<file path="src/rtl/log2_server.sv">
// Shared round-robin log2/size engine: floor_log2, ceil_log2, bit_size and
// encoding_size computed one shift per clock for NUM_REQ requesters.
module log2_server #(
    parameter int NUM_REQ = 4,
    parameter int WIDTH   = 32,
    parameter int RW      = ((WIDTH + 1) <= 1) ? 1 : $clog2(WIDTH + 1),
    parameter int IW      = (NUM_REQ <= 1) ? 1 : $clog2(NUM_REQ)
) (
    input  logic                       clk,
    input  logic                       rst_n,
    input  logic [NUM_REQ-1:0]         req_valid,
    output logic [NUM_REQ-1:0]         req_ready,
    input  logic [2*NUM_REQ-1:0]       req_op,
    input  logic [WIDTH*NUM_REQ-1:0]   req_operand,
    output logic                       rsp_valid,
    input  logic                       rsp_ready,
    output logic [IW-1:0]              rsp_id,
    output logic [RW-1:0]              rsp_result,
    output logic                       rsp_err,
    output logic                       busy
);

    typedef enum logic [1:0] {IDLE, CALC, RESP} state_t;

    state_t             state, state_next;
    logic [IW-1:0]      ptr, ptr_next, grant;
    logic               found, accept, cont;
    logic [1:0]         sel_op, op;
    logic [WIDTH-1:0]   sel_operand, residual;
    logic [RW-1:0]      count, result_calc;

    // Two passes: requesters at or above the pointer first, then the wrap-around
    always_comb begin
        found = 1'b0;
        grant = '0;
        for (int unsigned k = 0; k < NUM_REQ; k++) begin
            if (!found && req_valid[k] && (IW'(k) >= ptr)) begin
                found = 1'b1;
                grant = IW'(k);
            end
        end
        for (int unsigned k = 0; k < NUM_REQ; k++) begin
            if (!found && req_valid[k] && (IW'(k) < ptr)) begin
                found = 1'b1;
                grant = IW'(k);
            end
        end
    end

    always_comb begin
        sel_op      = '0;
        sel_operand = '0;
        req_ready   = '0;
        for (int unsigned k = 0; k < NUM_REQ; k++) begin
            if (grant == IW'(k)) begin
                sel_op      = req_op[2*k +: 2];
                sel_operand = req_operand[WIDTH*k +: WIDTH];
            end
            req_ready[k] = rst_n && (state == IDLE) && found && (grant == IW'(k));
        end
    end

    assign accept   = (state == IDLE) && found;
    assign ptr_next = (grant == IW'(NUM_REQ - 1)) ? '0 : grant + 1'b1;

    // ceil/encoding (op[0]=1) run on operand-1 and stop at zero; floor/bit_size stop at one
    assign cont = rsp_err ? 1'b0 : (op[0] ? (residual != '0) : (residual > WIDTH'(1)));

    always_comb begin
        result_calc = count;
        if (rsp_err) begin
            result_calc = '0;
        end else begin
            case (op)
                2'd2:    result_calc = count + 1'b1;
                2'd3:    result_calc = (count == '0) ? RW'(1) : count;
                default: result_calc = count;
            endcase
        end
    end

    always_comb begin
        state_next = state;
        case (state)
            IDLE:    if (accept)    state_next = CALC;
            CALC:    if (!cont)     state_next = RESP;
            RESP:    if (rsp_ready) state_next = IDLE;
            default:                state_next = IDLE;
        endcase
    end

    always_ff @(posedge clk or negedge rst_n) begin
        if (!rst_n) begin
            state <= IDLE;
        end else begin
            state <= state_next;
        end
    end

    always_ff @(posedge clk or negedge rst_n) begin
        if (!rst_n) begin
            ptr        <= '0;
            op         <= '0;
            residual   <= '0;
            count      <= '0;
            rsp_id     <= '0;
            rsp_result <= '0;
            rsp_err    <= 1'b0;
        end else begin
            case (state)
                IDLE: begin
                    if (accept) begin
                        op       <= sel_op;
                        rsp_id   <= grant;
                        ptr      <= ptr_next;
                        count    <= '0;
                        residual <= sel_op[0] ? (sel_operand - 1'b1) : sel_operand;
                        rsp_err  <= (sel_operand == '0) && (sel_op != 2'd2);
                    end
                end
                CALC: begin
                    if (cont) begin
                        residual <= residual >> 1;
                        count    <= count + 1'b1;
                    end else begin
                        rsp_result <= result_calc;
                    end
                end
                default: ;
            endcase
        end
    end

    assign rsp_valid = (state == RESP);
    assign busy      = (state != IDLE);

endmodule

</file>
<file path="config.mk">
export PLATFORM = sky130hd
export DESIGN_NAME = log2_server
export DESIGN_NICKNAME = d
export VERILOG_FILES = /design/src/rtl/log2_server.sv
export SDC_FILE = /design/constraint.sdc
export NUM_CORES = 1
export LEC_CHECK = 0
export ABC_AREA = 1
export BUFFER_PORTS_ARGS = -buffer_cell sky130_fd_sc_hd__buf_2
export CORE_MARGIN = 5
export CORE_UTILIZATION = 40
export CTS_CLUSTER_SIZE = 16
export DETAILED_ROUTE_END_ITERATION = 10
export GPL_TIMING_DRIVEN = 1
export PLACE_DENSITY = 0.65
export SETUP_SLACK_MARGIN = 0.1
export SLEW_MARGIN = 0
export SYNTH_ARGS = -nofsm -noshare
export SYNTH_HDL_FRONTEND = slang
export SYNTH_SLANG_ARGS = --single-unit
</file>
<file path="constraint.sdc">
create_clock -name clk -period 3.6 [get_ports clk]
set_input_delay 0.36 -clock clk [delete_from_list [all_inputs] [get_ports clk]]
set_output_delay 0.36 -clock clk [all_outputs]
set_load 0.03 [all_outputs]
</file>
==> out/qor.txt, run 1 <==
OUTCOME
----------------------------------------------------------------------------------------
Run status                                                                  finished, final reports clean

POWER
----------------------------------------------------------------------------------------
Total power divided by cell area                                              943 nW/µm²
Total power consumption of the routed design                                   0.00607 W
Worst-case vdd ir drop                                                          0.383 mV
Cell leakage power                                                               3.35 nW

GLOBAL ROUTE
----------------------------------------------------------------------------------------
Antenna violations before repair                                                       0
Aggregate global-route resource usage                                              21.8%
Residual overflow from global routing                                                  0
Largest net degree at the start of global routing                                     54
Number of global-route vias before repair                                           5747
Wire length of the first global-routing pass                                    28400 µm

CLOCK TREE
----------------------------------------------------------------------------------------
Number of clock sinks                                                                 53
Number of buffers inserted during clock tree synthesis                                 5
CTS clk-pin slew, worst paths                                                      70 ps
Clock latency at the later pin of the worst-skew pair                             300 ps
Clock buffer depth                                                                     2
H-tree levels                                                                          2
Clock tree root driver cell                                                 sky130_fd_sc_hd__clkbuf_16
Number of buffers inserted by hold repair at cts                                       0
TritonCTS clock tree                                                                done

HOLD PATH
----------------------------------------------------------------------------------------
Path category of the worst min-delay check                                  input pin to asynchronous set/reset pin

PLACEMENT
----------------------------------------------------------------------------------------
# port buffers                                                                       157
Worst slack, placed                                                               171 ps
Number of placed cells counting well taps                                           1176
DPL Wire Length                                                                 13900 µm
Global placer's final weighted congestion                                          0.922

CRITICAL PATH
----------------------------------------------------------------------------------------
Path length in cells of the critical path                                             20
CP arrival                                                                       3400 ps
Top delay family on crit path                                               simple AND/OR/NAND/NOR gates
Most repeated library cell on the critical path                             sky130_fd_sc_hd__nand2_1
Logic depth of the worst register-to-register path                                    20
Total buffers and inverters traversed by the critical path                             2
Worst stage delay on the critical path                                            350 ps
Setup crit start kind                                                           register
Worst-path fanout max                                                                  8
Worst R2R End                                                               residual[16]$_DFFE_PN0P_
Worst path required time                                                         3790 ps
Register-to-register setup slack                                                  390 ps
Worst R2R Start                                                             ptr[1]$_DFFE_PN0P_
Critical path launch point                                                  ptr[1]$_DFFE_PN0P_
Standard cell with the maximum stage delay on the critical path             sky130_fd_sc_hd__dfrtp_1
Kind of capture point of the worst setup path                                   register
List of cells traversed by the critical path                                inv_1, nand3_2, nand2_2, nor4_4, nand2_1, nand2_2, inv_2, ha_4, a21oi_2, nand2_2, a21oi_2, ha_2, nand3_2, nor3_4, nand3b_4, nor2_4, xor2_1, nand2_1, nand2_1, nand2_1
Type of the worst setup path                                                register to register
Capturing element of the worst setup path                                   residual[16]$_DFFE_PN0P_

LAYOUT
----------------------------------------------------------------------------------------
Antenna diode count                                                                    0
Combined area of the multi-input logic cells                                    3440 µm²
Final-layout fill cell count                                                        1391
Proportion of layout cells with a drive suffix above 1                             26.5%
Final cell count without fillers                                                    1188
Area occupied by registers                                                      1330 µm²
Post-layout net count                                                               1161
Area added between synthesis and finish                                            22.0%

DETAILED ROUTING
----------------------------------------------------------------------------------------
Via count of the routed design                                                      6003
Wire length per cell after detailed routing                                      14.6 µm
Drt via density                                                                     5.05
Detailed Routing Iterations Pass 1                                                     5
Post-detailed-route DRC marker count                                                   0
First-iteration detailed-routing DRC count                                           417
Total wire length                                                               17400 µm
Antenna viol nets, final                                                               0

TIMING
----------------------------------------------------------------------------------------
Final setup violation count                                                            0
Post-route setup TNS                                                                0 ps
Hold Vio Cnt, Final                                                                    0
Slew at the pin with the worst max-slew slack                                     658 ps
RSZ-0062 raised after global routing                                               false
Portion of the clock cycle consumed by the worst path in the final layout          89.1%
Worst-case clock skew                                                            10.6 ps
Final Max Tran Viols                                                                   0
Rel. slew slack                                                                    56.1%
Achievable frequency                                                           0.312 GHz
Least setup slack across all paths after layout                                   391 ps
Minimum clock period                                                             3210 ps

LOGIC SYNTHESIS
----------------------------------------------------------------------------------------
Fraction of the yosys area taken by sequential cells                               25.1%
Synth Area in Adders                                                               1.66%
Area share of xor/xnor cells in the synthesized design                             2.16%
Flip-flop and latch count after synthesis                                             53
Cell area after synthesis                                                       5270 µm²
Syn avg cell area                                                               6.10 µm²
Top cell type's share of synthesized area                                          25.1%
Fraction of the mapped netlist area in simple logic gates                          44.5%
Synth top area cells                                                        sky130_fd_sc_hd__dfrtp_1 25%, sky130_fd_sc_hd__nand2_1 19%, sky130_fd_sc_hd__nor2_1 8.7%, sky130_fd_sc_hd__nand3_1 6.5%, sky130_fd_sc_hd__a21oi_1 6.2%
Synthesized netlist net count                                                       1014
Number of warnings printed during yosys synthesis                                      0
Post-synthesis mux area share                                                         0%
Gate Count Post-Synth                                                                864
Post-synthesis compound-gate area fraction                                         15.0%
Synth cell types                                                                      44
Main combinational cell family by area after synthesis                      simple AND/OR/NAND/NOR gates
Synth area leader                                                           sky130_fd_sc_hd__dfrtp_1

FLOORPLAN
----------------------------------------------------------------------------------------
Y dimension of the die                                                            125 µm
Width of the die                                                                  125 µm
Die area                                                                       15600 µm²
Row count                                                                             42
Initial cell density of the core                                                   40.3%
Core ar.                                                                       13100 µm²
Number of top-level pins                                                             158

JOB
----------------------------------------------------------------------------------------
Max-capacitance violation count                                                        0

per-layer routing:
layer	up-vias	wire length, µm	track usage (%)
met4	0	382	5.99
met1	2697	7710	29.5
met2	214	8000	35.4
met3	26	1270	4.37
met5	-	0	0
li1	3066	-	-
cells by family (layout without fill, tap and decap cells):
kind of cell    after synthesis  in the layout
flops                        53             53
fa+ha+maj                     7              7
simple gates                534            534
compound gates              136            136
buf+inv                     121            269
xor+xnor                     13             13
registers in the layout, summed over array words and instances, names as in the netlist:
name / count
ptr: 2
op: 2
rsp_result: 6
rsp_err: 1
rsp_id: 2
count: 6
state: 2
residual: 32
report_power, final:
part           switching (W)  total, W  internal, W
registers           0.000166   0.00105     0.000879
logic                0.00302   0.00448      0.00146
clock network       0.000222  0.000551     0.000330
total                0.00341   0.00607      0.00267
worst min-delay path by stage:
stage	to	start	cells after the start	slack, ps
CTS	residual[7]$_DFFE_PN0P_	rst_n	2	330
floorplan	count[0]$_DFFE_PN0P_	rst_n	0	60
detailed placement	residual[18]$_DFFE_PN0P_	residual[18]$_DFFE_PN0P_	2	470
finish	residual[1]$_DFFE_PN0P_	rst_n	2	300
global placement	rsp_result[4]$_DFFE_PN0P_	rsp_result[4]$_DFFE_PN0P_	2	460
global route	state[1]$_DFFE_PN0P_	rsp_ready	4	350
Yosys cell counts, drive strengths merged:
| cell | n |
|---|---|
| a31oi | 3 |
| nor3 | 7 |
| a211o | 1 |
| inv | 82 |
| nand4 | 12 |
| nand3 | 71 |
| o21bai | 3 |
| nor4 | 5 |
| a22oi | 2 |
| nand2 | 281 |
| xor2 | 11 |
| nand3b | 6 |
| a21boi | 7 |
| and2 | 1 |
| a21oi | 68 |
| o31ai | 4 |
| clkbuf | 5 |
| nor2 | 144 |
| or2 | 7 |
| xnor2 | 2 |
| o211ai | 8 |
| dfrtp | 53 |
| ha | 7 |
| o21ai | 40 |
| buf | 34 |
placed cells by master, fill, tap and decap left out, types with 2 or more instances in the layout:
master and count:
sky130_fd_sc_hd__nand2_1 264, sky130_fd_sc_hd__buf_2 157, sky130_fd_sc_hd__nor2_1 122, sky130_fd_sc_hd__inv_1 71, sky130_fd_sc_hd__nand3_1 67, sky130_fd_sc_hd__a21oi_1 63, sky130_fd_sc_hd__dfrtp_1 53, sky130_fd_sc_hd__o21ai_0 36
sky130_fd_sc_hd__buf_4 20, sky130_fd_sc_hd__nor2_2 17, sky130_fd_sc_hd__nand2_2 16, sky130_fd_sc_hd__nand4_1 11, sky130_fd_sc_hd__xor2_1 11, sky130_fd_sc_hd__o211ai_1 8, sky130_fd_sc_hd__inv_2 7, sky130_fd_sc_hd__a21boi_2 7
sky130_fd_sc_hd__nor3_1 5, sky130_fd_sc_hd__nor2_4 5, sky130_fd_sc_hd__nand3b_1 5, sky130_fd_sc_hd__clkbuf_16 5, sky130_fd_sc_hd__nor4_1 4, sky130_fd_sc_hd__nand3_2 4, sky130_fd_sc_hd__a21oi_2 4, sky130_fd_sc_hd__o21ai_1 4
sky130_fd_sc_hd__or2_2 4, sky130_fd_sc_hd__o31ai_1 4, sky130_fd_sc_hd__a31oi_1 3, sky130_fd_sc_hd__inv_4 3, sky130_fd_sc_hd__or2_1 3, sky130_fd_sc_hd__ha_4 3, sky130_fd_sc_hd__o21bai_1 2, sky130_fd_sc_hd__nor3_4 2
sky130_fd_sc_hd__a22oi_1 2, sky130_fd_sc_hd__xnor2_1 2, sky130_fd_sc_hd__ha_1 2, sky130_fd_sc_hd__ha_2 2, sky130_fd_sc_hd__buf_6 2
cell type report:
class,instances,area share (%)
Inverter,82,5.02
Clock inverter,3,0.680
Sequential cell,53,20.6
Timing Repair Buffer,179,14.9
Tap cell,176,3.42
Multi-Input combinational cell,690,53.4
Clock buffer,5,1.94
per-stage QoR:
step / utilization, % / cell area, µm² / hold slack (ps)
3_5_place_dp: 46.8 / 6130 / 470
6_report: 49.2 / 6440 / 296
2_1_floorplan: - / 5270 / 64.4
5_1_grt: 49.2 / 6440 / 351
4_1_cts: 48.1 / 6300 / 330
3_3_place_gp: 46.8 / 6130 / 462
repair_timing:
action | 4_1_cts | 5_1_grt
resized for setup | 0 | 28
buffers inserted | 0 | 4
setup endpoints to repair | 0 | 27
Note: power is estimated with default switching activity, not from simulation.
==> run 2: changes to the inputs <==
--- a/config.mk
+++ b/config.mk
@@ -5,14 +5,14 @@
 export SDC_FILE = /design/constraint.sdc
 export NUM_CORES = 1
 export LEC_CHECK = 0
-export ABC_AREA = 1
+export ABC_AREA = 0
 export BUFFER_PORTS_ARGS = -buffer_cell sky130_fd_sc_hd__buf_2
 export CORE_MARGIN = 5
 export CORE_UTILIZATION = 40
 export CTS_CLUSTER_SIZE = 16
 export DETAILED_ROUTE_END_ITERATION = 10
 export GPL_TIMING_DRIVEN = 1
-export PLACE_DENSITY = 0.65
+export PLACE_DENSITY = 0.66
 export SETUP_SLACK_MARGIN = 0.1
 export SLEW_MARGIN = 0
 export SYNTH_ARGS = -nofsm -noshare
==> run 2 against run 1 <==
  * Sequential share of layout area increased by 0.41 points
  * Global-route usage up 2.3 points
  * Cell count decreased by 21%
  * Critical path type unchanged
==> out/qor.txt, run 2 <==
LOGIC SYNTHESIS
----------------------------------------------------------------------------------------
FFs w/ async S/R, synth                                                             100%   unchanged
Synthesized netlist net count                                                        761   -25%
Number of warnings printed during yosys synthesis                                      0   unchanged
Commonest cells post-synth                                                  116 x sky130_fd_sc_hd__nand2_1, 53 x sky130_fd_sc_hd__dfrtp_1, 40 x sky130_fd_sc_hd__nor2_1
Synth area leader                                                           sky130_fd_sc_hd__dfrtp_1
Flip-flop and latch count after synthesis                                             53   unchanged
Gate Count Post-Synth                                                                611   -29%
Synth cell types                                                                      68   +55%
Top cell type's share of synthesized area                                          28.6%   +3.5 points
Number of enable-type register cells in the synthesized netlist                        0   unchanged
Cell with the most instances after synthesis                                sky130_fd_sc_hd__nand2_1
Cell area after synthesis                                                       4630 µm²   -12%
Syn avg cell area                                                               7.58 µm²   +24%
Synth top area cells                                                        sky130_fd_sc_hd__dfrtp_1 29%, sky130_fd_sc_hd__nand2_1 9.4%, sky130_fd_sc_hd__o211ai_1 4.1%, sky130_fd_sc_hd__nor2_1 3.2%, sky130_fd_sc_hd__o22a_1 2.8%
Most used flip-flop cell after synthesis                                    sky130_fd_sc_hd__dfrtp_1
Fraction of the yosys area taken by sequential cells                               28.6%   +3.5 points

DETAILED ROUTING
----------------------------------------------------------------------------------------
Drt via density                                                                     5.96   +18%
Wire length per cell after detailed routing                                      19.1 µm   +31%
Total wire length                                                               17800 µm   +2.8%
Via count of the routed design                                                      5574   -7.1%
Post-detailed-route DRC marker count                                                   0   unchanged
Antenna viol nets, final                                                               0   unchanged
First-iteration detailed-routing DRC count                                           492   +18%
Detailed Routing Iterations Pass 1                                                     5   unchanged

TIMING
----------------------------------------------------------------------------------------
Hold Vio Cnt, Final                                                                    0   unchanged
Least setup slack across all paths after layout                                   211 ps   -181 ps
Worst-case clock skew                                                            8.67 ps   -1.90 ps
Portion of the clock cycle consumed by the worst path in the final layout          94.1%   +5.0 points
RSZ-0062 raised after global routing                                                true
Rel. slew slack                                                                    44.3%   -12 points
Slew at the pin with the worst max-slew slack                                     834 ps   +176 ps
Achievable frequency                                                           0.295 GHz   -5.3%
Final setup violation count                                                            0   unchanged
Minimum clock period                                                             3390 ps   +181 ps
Final Max Tran Viols                                                                   0   unchanged
Post-route setup TNS                                                                0 ps   unchanged

CRITICAL PATH
----------------------------------------------------------------------------------------
Capturing element of the worst setup path                                   residual[22]$_DFFE_PN0P_
Standard cell with the maximum stage delay on the critical path             sky130_fd_sc_hd__nor4_4
Most repeated library cell on the critical path                             sky130_fd_sc_hd__buf_4
Kind of capture point of the worst setup path                                   register
Worst stage delay on the critical path                                            450 ps   +100 ps
Worst R2R End                                                               residual[22]$_DFFE_PN0P_
List of cells traversed by the critical path                                a21oi_2, o21a_1, o22ai_4, inv_2, ha_4, nand2b_4, o22a_1, a222oi_1, buf_4, nand3_4, nor4_4, buf_4, or3_1, nand3_1
Type of the worst setup path                                                register to register
Worst path required time                                                         3770 ps   -20 ps
Register-to-register setup slack                                                  210 ps   -180 ps
Setup crit start kind                                                           register
Logic depth of the worst register-to-register path                                    14   -30%
Worst-path fanout max                                                                 15   +7
Worst R2R Start                                                             ptr[1]$_DFFE_PN0P_
Critical path launch point                                                  ptr[1]$_DFFE_PN0P_
CP arrival                                                                       3560 ps   +160 ps

LAYOUT
----------------------------------------------------------------------------------------
Area added between synthesis and finish                                            36.3%
Antenna diode count                                                                    0   unchanged
Commonest non-fill, non-tap cell in the layout                              sky130_fd_sc_hd__buf_2
Post-route design area                                                          6320 µm²   -1.8%
Biggest register                                                                residual
Max reg flops                                                                         32   unchanged
Final-layout fill cell count                                                        1052   -24%
Post-layout net count                                                                941   -19%
Largest registers                                                           residual x32, count x6, rsp_result x6
Proportion of layout cells with a drive suffix above 1                             36.0%   +9.5 points
Highest-count cells in the layout ignoring fill and taps                    157 x sky130_fd_sc_hd__buf_2, 116 x sky130_fd_sc_hd__nand2_1, 52 x sky130_fd_sc_hd__dfrtp_1

FLOORPLAN
----------------------------------------------------------------------------------------
Initial cell density of the core                                                   40.8%   +0.45 points
Row count                                                                             39   -7.1%
Number of top-level pins                                                             158   unchanged
Core ar.                                                                       11400 µm²   -13%
Die area                                                                       13800 µm²   -11%
Y dimension of the die                                                            118 µm   -5.8%
Width of the die                                                                  118 µm   -5.8%

POWER
----------------------------------------------------------------------------------------
Worst-case vdd ir drop                                                          0.284 mV   -26%
Cell leakage power                                                               2.82 nW   -16%
Total power divided by cell area                                              578 nW/µm²   -39%
Proportion of total power due to net switching                                     44.4%   -12 points
Switching power                                                                0.00162 W   -52%
Power share of the combinational group                                             61.3%   -12 points
Fraction of power consumed by sequential logic                                     24.8%   +7.6 points
Clock network power share                                                          13.9%   +4.8 points
Internal power                                                                 0.00203 W   -24%

JOB
----------------------------------------------------------------------------------------
Max-capacitance violation count                                                        0   unchanged

PLACEMENT
----------------------------------------------------------------------------------------
Placed cell areas                                                               5730 µm²   -6.6%
Worst slack, placed                                                              -165 ps   -337 ps
# port buffers                                                                       157   unchanged
DPL Wire Length                                                                 13200 µm   -4.9%
Global placer's final weighted congestion                                          0.993   +7.7%

GLOBAL ROUTE
----------------------------------------------------------------------------------------
Aggregate global-route resource usage                                              24.1%   +2.3 points
Largest net degree at the start of global routing                                     56   +3.7%
Wire length of the first global-routing pass                                    27800 µm   -2.0%
Residual overflow from global routing                                                  0   unchanged
Number of global-route vias before repair                                           5500   -4.3%
Antenna violations before repair                                                       0   unchanged

CLOCK TREE
----------------------------------------------------------------------------------------
Clock tree root driver cell                                                 sky130_fd_sc_hd__clkbuf_16
Clock latency at the later pin of the worst-skew pair                             290 ps   about the same
Number of clock sinks                                                                 53   unchanged
Clock buffer depth                                                                     2   unchanged
Number of buffers inserted during clock tree synthesis                                 5   unchanged
H-tree levels                                                                          2   unchanged
CTS clk-pin slew, worst paths                                                      70 ps   about the same
TritonCTS clock tree                                                                done

OUTCOME
----------------------------------------------------------------------------------------
Run status                                                                  finished, final reports clean

HOLD PATH
----------------------------------------------------------------------------------------
Path category of the worst min-delay check                                  input pin to register

==> run 2: cell families (layout without fill, tap and decap cells) <==
family	Yosys count	count (layout)	synth area share (%)
xor+xnor	15	15	2.84
flops	53	53	28.6
fa+ha+maj	7	7	1.89
buf+inv	62	242	5.97
simple gates	291	292	31.2
mux	11	11	2.40
compound gates	172	172	27.1
==> run 2: worst min-delay path by stage <==
stage | startpoint | cells past startpoint | slack (ps) | end
global route | rsp_ready | 2 | 270 | state[1]$_DFFE_PN0P_
finish | rsp_ready | 2 | 280 | state[1]$_DFFE_PN0P_
global placement | rst_n | 1 | 300 | residual[2]$_DFFE_PN0P_
detailed placement | rst_n | 1 | 300 | residual[2]$_DFFE_PN0P_
CTS | rsp_ready | 2 | 270 | state[1]$_DFFE_PN0P_
floorplan | rst_n | 0 | 60 | count[0]$_DFFE_PN0P_
==> run 2: cell type report <==
type / count / area, µm² / share of cell area [%]
Multi-Input combinational cell: 497 / 3260 / 51.6
Tap cell: 143 / 179 / 2.83
Clock buffer: 7 / 153 / 2.42
Sequential cell: 53 / 1330 / 21.0
Clock inverter: 1 / 5.00 / 0.0792
Timing Repair Buffer: 219 / 1340 / 21.1
Inverter: 15 / 61.3 / 0.970
==> run 2: worst max-delay path, delay by kind of cell (launching register included) <==
kind            cells  cell delay [ps]
compound gates      5             1090
fa+ha+maj           1              220
buf+inv             3              470
flops               1              420
simple gates        5             1040
==> run 2: metrics by stage <==
step / utilization [%] / hold slack [ps] / cells / power [W]
3_5_place_dp: 50.4 / 296 / 903 / 0.00279
5_1_grt: 55.6 / 266 / 935 / 0.00391
2_1_floorplan: - / 64.4 / 611 / 0.00213
3_3_place_gp: 50.4 / 298 / 903 / 0.00275
6_report: 55.6 / 276 / 935 / 0.00365
4_1_cts: 52.6 / 273 / 917 / 0.00337
==> run 2: what timing repair did <==
action | CTS | global route
hold buffers | 1 | 0
setup endpoints to repair | 20 | 24
pin swaps | 2 | 20
endpoints found under the hold margin | 10 | 0
setup buffers | 4 | 16
gates resized for setup | 10 | 41
cloned | 1 | 2
==> run 2: routing by layer <==
metal	up-vias	share of wire, %	track usage [%]
li1	2625	-	-
met1	2630	42	33.4
met2	273	46	37.9
met3	46	7.9	3.75
met4	0	3.8	8.75
met5	-	0	0
==> run 2: power groups by stage <==
stage                     Clock (W)  Sequential (W)  Combinational, W
after floorplan                   0        0.000878           0.00126
after global placement            0        0.000900           0.00185
after detailed placement          0        0.000907           0.00189
after CTS                  0.000517        0.000897           0.00195
after global routing       0.000542        0.000929           0.00244
final                      0.000507        0.000905           0.00224
